--- config.mk ---
export PLATFORM = sky130hd
export DESIGN_NAME = fetch_unit_flat
export DESIGN_NICKNAME = d
export VERILOG_FILES = /design/src/rtl/fetch_if.sv /design/src/rtl/fetch_unit.sv /design/src/flat_wrapper.sv
export SDC_FILE = /design/constraint.sdc
export NUM_CORES = 1
export LEC_CHECK = 0
export CAP_MARGIN = 20
export CORE_MARGIN = 1
export CORE_UTILIZATION = 65
export CTS_CLUSTER_DIAMETER = 120
export DETAILED_ROUTE_END_ITERATION = 6
export DONT_BUFFER_PORTS = 1
export GPL_ROUTABILITY_DRIVEN = 0
export PLACE_DENSITY_LB_ADDON = 0.15
export SKIP_CTS_REPAIR_TIMING = 1
export SLEW_MARGIN = 40
export SYNTH_ARGS = -nofsm -noshare
export SYNTH_HDL_FRONTEND = slang
export SYNTH_SLANG_ARGS = --single-unit
export TNS_END_PERCENT = 30
--- constraint.sdc ---
create_clock -name clk -period 5.15 [get_ports clk]
set_input_delay 1.03 -clock clk [delete_from_list [all_inputs] [get_ports clk]]
set_output_delay 1.03 -clock clk [all_outputs]
set_load 0.005 [all_outputs]
--- src/rtl/fetch_if.sv ---
// Fetch-stage bus: hazard/redirect controls, instruction-memory handshake
// and the instruction presented to the IF/ID register.
interface fetch_if;
    logic        StallF;
    logic        PCSrcE;
    logic [31:0] PCTargetE;
    logic        imem_req;
    logic [31:0] imem_addr;
    logic        imem_rvalid;
    logic [31:0] imem_rdata;
    logic [31:0] Addr;
    logic [31:0] Inst;
    logic        InstValid;
    logic [31:0] PCF;

    modport master (
        input  StallF, PCSrcE, PCTargetE, imem_rvalid, imem_rdata,
        output imem_req, imem_addr, Addr, Inst, InstValid, PCF
    );

    modport slave (
        output StallF, PCSrcE, PCTargetE, imem_rvalid, imem_rdata,
        input  imem_req, imem_addr, Addr, Inst, InstValid, PCF
    );
endinterface

--- src/rtl/fetch_unit.sv ---
// RV32IM instruction-fetch stage: owns PCF, keeps one request outstanding to a
// variable-latency memory and squashes wrong-path responses after a redirect.
module fetch_unit #(
    parameter logic [31:0] RESET_PC = 32'h0000_0000,
    parameter logic [31:0] NOP_INST = 32'h0000_0013
) (
    input  logic     clk,
    input  logic     rst,
    fetch_if.master  bus
);

    typedef enum logic [1:0] {
        ISSUE = 2'd0,
        WAIT  = 2'd1,
        HOLD  = 2'd2,
        DROP  = 2'd3
    } state_t;

    state_t      state_r;
    logic [31:0] pc_r;
    logic [31:0] addr_r;
    logic [31:0] inst_r;
    logic        valid_r;
    logic        req_s;

    function automatic logic [31:0] align_target(input logic [31:0] t);
        return t & 32'hFFFF_FFFC;
    endfunction

    // Request strobe: a new fetch leaves in ISSUE, or in HOLD the same cycle the
    // presented instruction is consumed; any redirect suppresses it.
    always_comb begin
        req_s = 1'b0;
        if (rst || bus.PCSrcE) begin
            req_s = 1'b0;
        end else begin
            case (state_r)
                ISSUE:   req_s = 1'b1;
                HOLD:    req_s = ~bus.StallF;
                default: req_s = 1'b0;
            endcase
        end
    end

    // Fetch FSM with PC, presented instruction and valid flag.
    always_ff @(posedge clk) begin
        if (rst) begin
            state_r <= ISSUE;
            pc_r    <= RESET_PC;
            addr_r  <= 32'h0000_0000;
            inst_r  <= NOP_INST;
            valid_r <= 1'b0;
        end else begin
            case (state_r)
                ISSUE: begin
                    if (bus.PCSrcE) begin
                        pc_r <= align_target(bus.PCTargetE);
                    end else begin
                        state_r <= WAIT;
                    end
                end
                WAIT: begin
                    if (bus.PCSrcE) begin
                        pc_r    <= align_target(bus.PCTargetE);
                        state_r <= bus.imem_rvalid ? ISSUE : DROP;
                    end else if (bus.imem_rvalid) begin
                        addr_r  <= pc_r;
                        inst_r  <= bus.imem_rdata;
                        valid_r <= 1'b1;
                        pc_r    <= pc_r + 32'd4;
                        state_r <= HOLD;
                    end
                end
                HOLD: begin
                    if (bus.PCSrcE) begin
                        pc_r    <= align_target(bus.PCTargetE);
                        valid_r <= 1'b0;
                        addr_r  <= 32'h0000_0000;
                        inst_r  <= NOP_INST;
                        state_r <= ISSUE;
                    end else if (!bus.StallF) begin
                        // Consumed by IF/ID; the next request left this cycle.
                        valid_r <= 1'b0;
                        addr_r  <= 32'h0000_0000;
                        inst_r  <= NOP_INST;
                        state_r <= WAIT;
                    end
                end
                DROP: begin
                    if (bus.PCSrcE) begin
                        pc_r <= align_target(bus.PCTargetE);
                    end
                    if (bus.imem_rvalid) begin
                        state_r <= ISSUE;
                    end
                end
                default: begin
                    state_r <= ISSUE;
                end
            endcase
        end
    end

    assign bus.imem_req  = req_s;
    assign bus.imem_addr = pc_r;
    assign bus.Addr      = addr_r;
    assign bus.Inst      = inst_r;
    assign bus.InstValid = valid_r;
    assign bus.PCF       = pc_r;

endmodule
--- src/flat_wrapper.sv ---
// flat-port wrapper written by rule: the top's interface ports become plain ports
module fetch_unit_flat 
#(
    parameter logic [31:0] RESET_PC = 32'h0000_0000,
    parameter logic [31:0] NOP_INST = 32'h0000_0013
)
  (clk, rst, bus_StallF, bus_PCSrcE, bus_PCTargetE, bus_imem_rvalid, bus_imem_rdata, bus_imem_req, bus_imem_addr, bus_Addr, bus_Inst, bus_InstValid, bus_PCF);
  fetch_if bus_i ();
  input  logic clk;
  input  logic rst;
  input wire logic [$bits(bus_i.StallF)-1:0] bus_StallF;
  input wire logic [$bits(bus_i.PCSrcE)-1:0] bus_PCSrcE;
  input wire logic [$bits(bus_i.PCTargetE)-1:0] bus_PCTargetE;
  input wire logic [$bits(bus_i.imem_rvalid)-1:0] bus_imem_rvalid;
  input wire logic [$bits(bus_i.imem_rdata)-1:0] bus_imem_rdata;
  output wire logic [$bits(bus_i.imem_req)-1:0] bus_imem_req;
  output wire logic [$bits(bus_i.imem_addr)-1:0] bus_imem_addr;
  output wire logic [$bits(bus_i.Addr)-1:0] bus_Addr;
  output wire logic [$bits(bus_i.Inst)-1:0] bus_Inst;
  output wire logic [$bits(bus_i.InstValid)-1:0] bus_InstValid;
  output wire logic [$bits(bus_i.PCF)-1:0] bus_PCF;
  assign bus_i.StallF = bus_StallF;
  assign bus_i.PCSrcE = bus_PCSrcE;
  assign bus_i.PCTargetE = bus_PCTargetE;
  assign bus_i.imem_rvalid = bus_imem_rvalid;
  assign bus_i.imem_rdata = bus_imem_rdata;
  assign bus_imem_req = bus_i.imem_req;
  assign bus_imem_addr = bus_i.imem_addr;
  assign bus_Addr = bus_i.Addr;
  assign bus_Inst = bus_i.Inst;
  assign bus_InstValid = bus_i.InstValid;
  assign bus_PCF = bus_i.PCF;
  fetch_unit #(.RESET_PC(RESET_PC), .NOP_INST(NOP_INST)) u_core (.clk(clk), .rst(rst), .bus(bus_i));
endmodule
==> results.md <==
- Synthesized area: 4380 µm²
- Initial Util: 0.681
- Power Total: 1.40 mW
- YS warnings: 0
- Std cell rows: 29
- Sink Count: 96
- FMAX: 0.374 GHz
- 1st-iter DRT viols: 457
- Ports: 199
- Dpl ws: 2.27 ns
- Outcome: complete, but fails checks
- Clock-pin slew on the worst setup and hold paths: 0.11 ns
- Hold Path Class: register to register
- Worst EP arrival: 2.98 ns
- Syn_area_per_cell: 8.58 µm²
- HPWL after DPL: 7330 µm
- Routed WL per cell: 21.5 µm
- Worst setup SP type: register
- Post-route ant nets: 0
- Vias in the first global route: 3361
- CTS tree: yes
- CTS Buf Count: 9
- Worst path required time: 5.45 ns
- Layout cells sized above 1: 0.0661
- Tmin final: 2.68 ns
- Setup_tns: 0 ns
- Final Net Count: 519
- Die area: 7060 µm²
- Worst Slack Setup Final: 2.47 ns
- Synth area leader: dfxtp_1
- Drt pass-1 iters: 7
- Gr usage total: 0.312
- Worst Skew: 0.0118 ns
- DRC: 23
- Number of diodes: 0
- Total Routed Length: 11400 µm
- Sequential area share after synthesis: 0.439
- Area grow syn2layout: -2.03%
- Congestion Overflow GR: 0
- Part of the cycle the worst path needs: 0.520
- Via count: 3751
- RSZ-0062 raised after global routing: no
- Global-route wire length before repair: 17300 µm
- Register bit total from synthesis: 96
- Max rail drop VDD: 198 µV
- Area contributors post-synth: dfxtp_1 44%, a22oi_1 10%, nor2_1 7.1%
- CP max FO: 11
- Slew Viols, Final: 0
- Leak: 1.46 nW
- Clk_lat worst skew: 0.38 ns
- Count of cell types in the netlist: 54
- Core ar.: 6420 µm²
- Clock root buffer: clkbuf_8
- Post-synth EDFFs: 0
- Power per cell area: 327 nW/µm²
- Synth Flop Type: dfxtp_1
- # port buffers: 0
- CP Capture Type: register
- DIE WIDTH: 84.0 µm
- Via/cell ratio: 7.06
- Relative slew slack: 0.456
- Setup violations, final: 0
- Clock Tree Buf Depth: 2
- Worst Tran Pin Value: 0.809 ns
- Crit path kind: register to register
- Hold slack: 0.509 ns
- Largest net degree at the start of global routing: 91
- Final hold viol count: 0
- Antenna violations before repair: 0
- Htree depth: 3
- Failing checks: design-rule violations
- Die height: 84.0 µm
- Post-synth ARST share: 0
- Gate Count Post-Synth: 510
- Synth top area share: 0.439
- Max-Cap Viols: 0
[kinds of logic (layout without fill, tap and decap cells)]
| group | after synthesis | in the layout | synth area share |
|---|---|---|---|
| xor+xnor | 5 | 5 | 0.0100 |
| compound gates | 130 | 130 | 0.221 |
| buf+inv | 88 | 29 | 0.109 |
| other cells | 1 | 4 | 0.000857 |
| fa+ha+maj | 1 | 1 | 0.00286 |
| flops | 96 | 96 | 0.439 |
| simple gates | 189 | 189 | 0.217 |
[flip-flops by register name, summed over array words and instances (netlist names)]
name and count:
u_core.bus.PCF 30, u_core.state_r 2, u_core.bus.Inst 32, u_core.bus.Addr 31, u_core.bus.InstValid 1
[cells in the mapped netlist (all sizes together) (3+ instances only)]
cell type / number
nand3: 15
a221oi: 3
clkbuf: 30
nor4: 12
buf: 48
o31a: 5
a41oi: 3
a22oi: 58
o22ai: 4
nand2b: 4
o31ai: 3
nand4: 10
and4: 5
a21oi: 10
a211oi: 7
nor2: 83
nand2: 23
or4: 3
a31oi: 3
and2: 3
or3: 7
xor2: 4
nor3: 5
a311oi: 10
and3: 6
dfxtp: 96
o21ai: 11
inv: 10
[through the flow]
step | cells | util | instance area [µm²]
after detailed placement | 515 | 0.638 | 4100
after CTS | 531 | 0.667 | 4290
after global placement | 515 | 0.638 | 4100
after floorplan | 513 | - | 4390
final | 531 | 0.667 | 4290
after global routing | 531 | 0.667 | 4290
[layer usage]
metal | share of wire | up-vias | GRT usage | routed length (µm)
met2 | 0.46 | 245 | 0.484 | 5290
met1 | 0.41 | 1771 | 0.408 | 4680
li1 | - | 1706 | - | -
met4 | 0.028 | 0 | 0.138 | 315
met5 | 0 | - | 0 | 0
met3 | 0.098 | 29 | 0.0841 | 1120
[critical path, stage by stage (launching register included)]
cell and delay [ns]:
dfxtp_1 0.59, ha_1 0.32, and4_1 0.36, nand4b_1 0.45, or4_1 0.62, a311oi_1 0.25
[final timing paths]
check	from	end	slack [ns]	depth (start not counted)
worst min-delay path	u_core.bus.Inst[0]$_SDFFE_PP1P_	u_core.bus.Inst[0]$_SDFFE_PP1P_	0.51	2
worst max-delay path	u_core.bus.PCF[2]$_SDFFE_PP0P_	u_core.bus.PCF[22]$_SDFFE_PP0P_	2.47	5
worst max register to register	u_core.bus.PCF[2]$_SDFFE_PP0P_	u_core.bus.PCF[22]$_SDFFE_PP0P_	2.47	5
worst min register to register	u_core.bus.Inst[0]$_SDFFE_PP1P_	u_core.bus.Inst[0]$_SDFFE_PP1P_	0.51	2
[power breakdown]
part | leakage, nW | total [mW] | internal, mW | switching [mW]
Clock | 0.0980 | 0.481 | 0.185 | 0.295
Sequential | 0.783 | 0.826 | 0.769 | 0.0573
Combinational | 0.580 | 0.0928 | 0.0412 | 0.0516
Total | 1.46 | 1.40 | 0.995 | 0.404
[layout by cell type (no fill, tap or decap), types with 5 or more instances in the layout]
cell type / count
nand3_1: 13
a21oi_1: 10
a22oi_1: 58
nor2_1: 83
o21ai_0: 11
nand2_1: 23
nor3_1: 5
dfxtp_1: 96
a211oi_1: 7
and4_1: 5
nor4_1: 11
o31a_1: 5
and3_1: 6
or3_1: 7
a311oi_1: 10
nand4_1: 10
inv_1: 10
clkbuf_8: 9
[final cells by class]
cell class / count / area (µm²)
Clock buffer: 9 / 124
Multi-Input combinational cell: 329 / 2020
Inverter: 10 / 37.5
Sequential cell: 96 / 1920
Clock inverter: 7 / 67.6
Fill cell: 542 / 2140
Timing Repair Buffer: 3 / 22.5
Tap cell: 77 / 96.3
No activity file was read; power rests on OpenSTA's default activity.
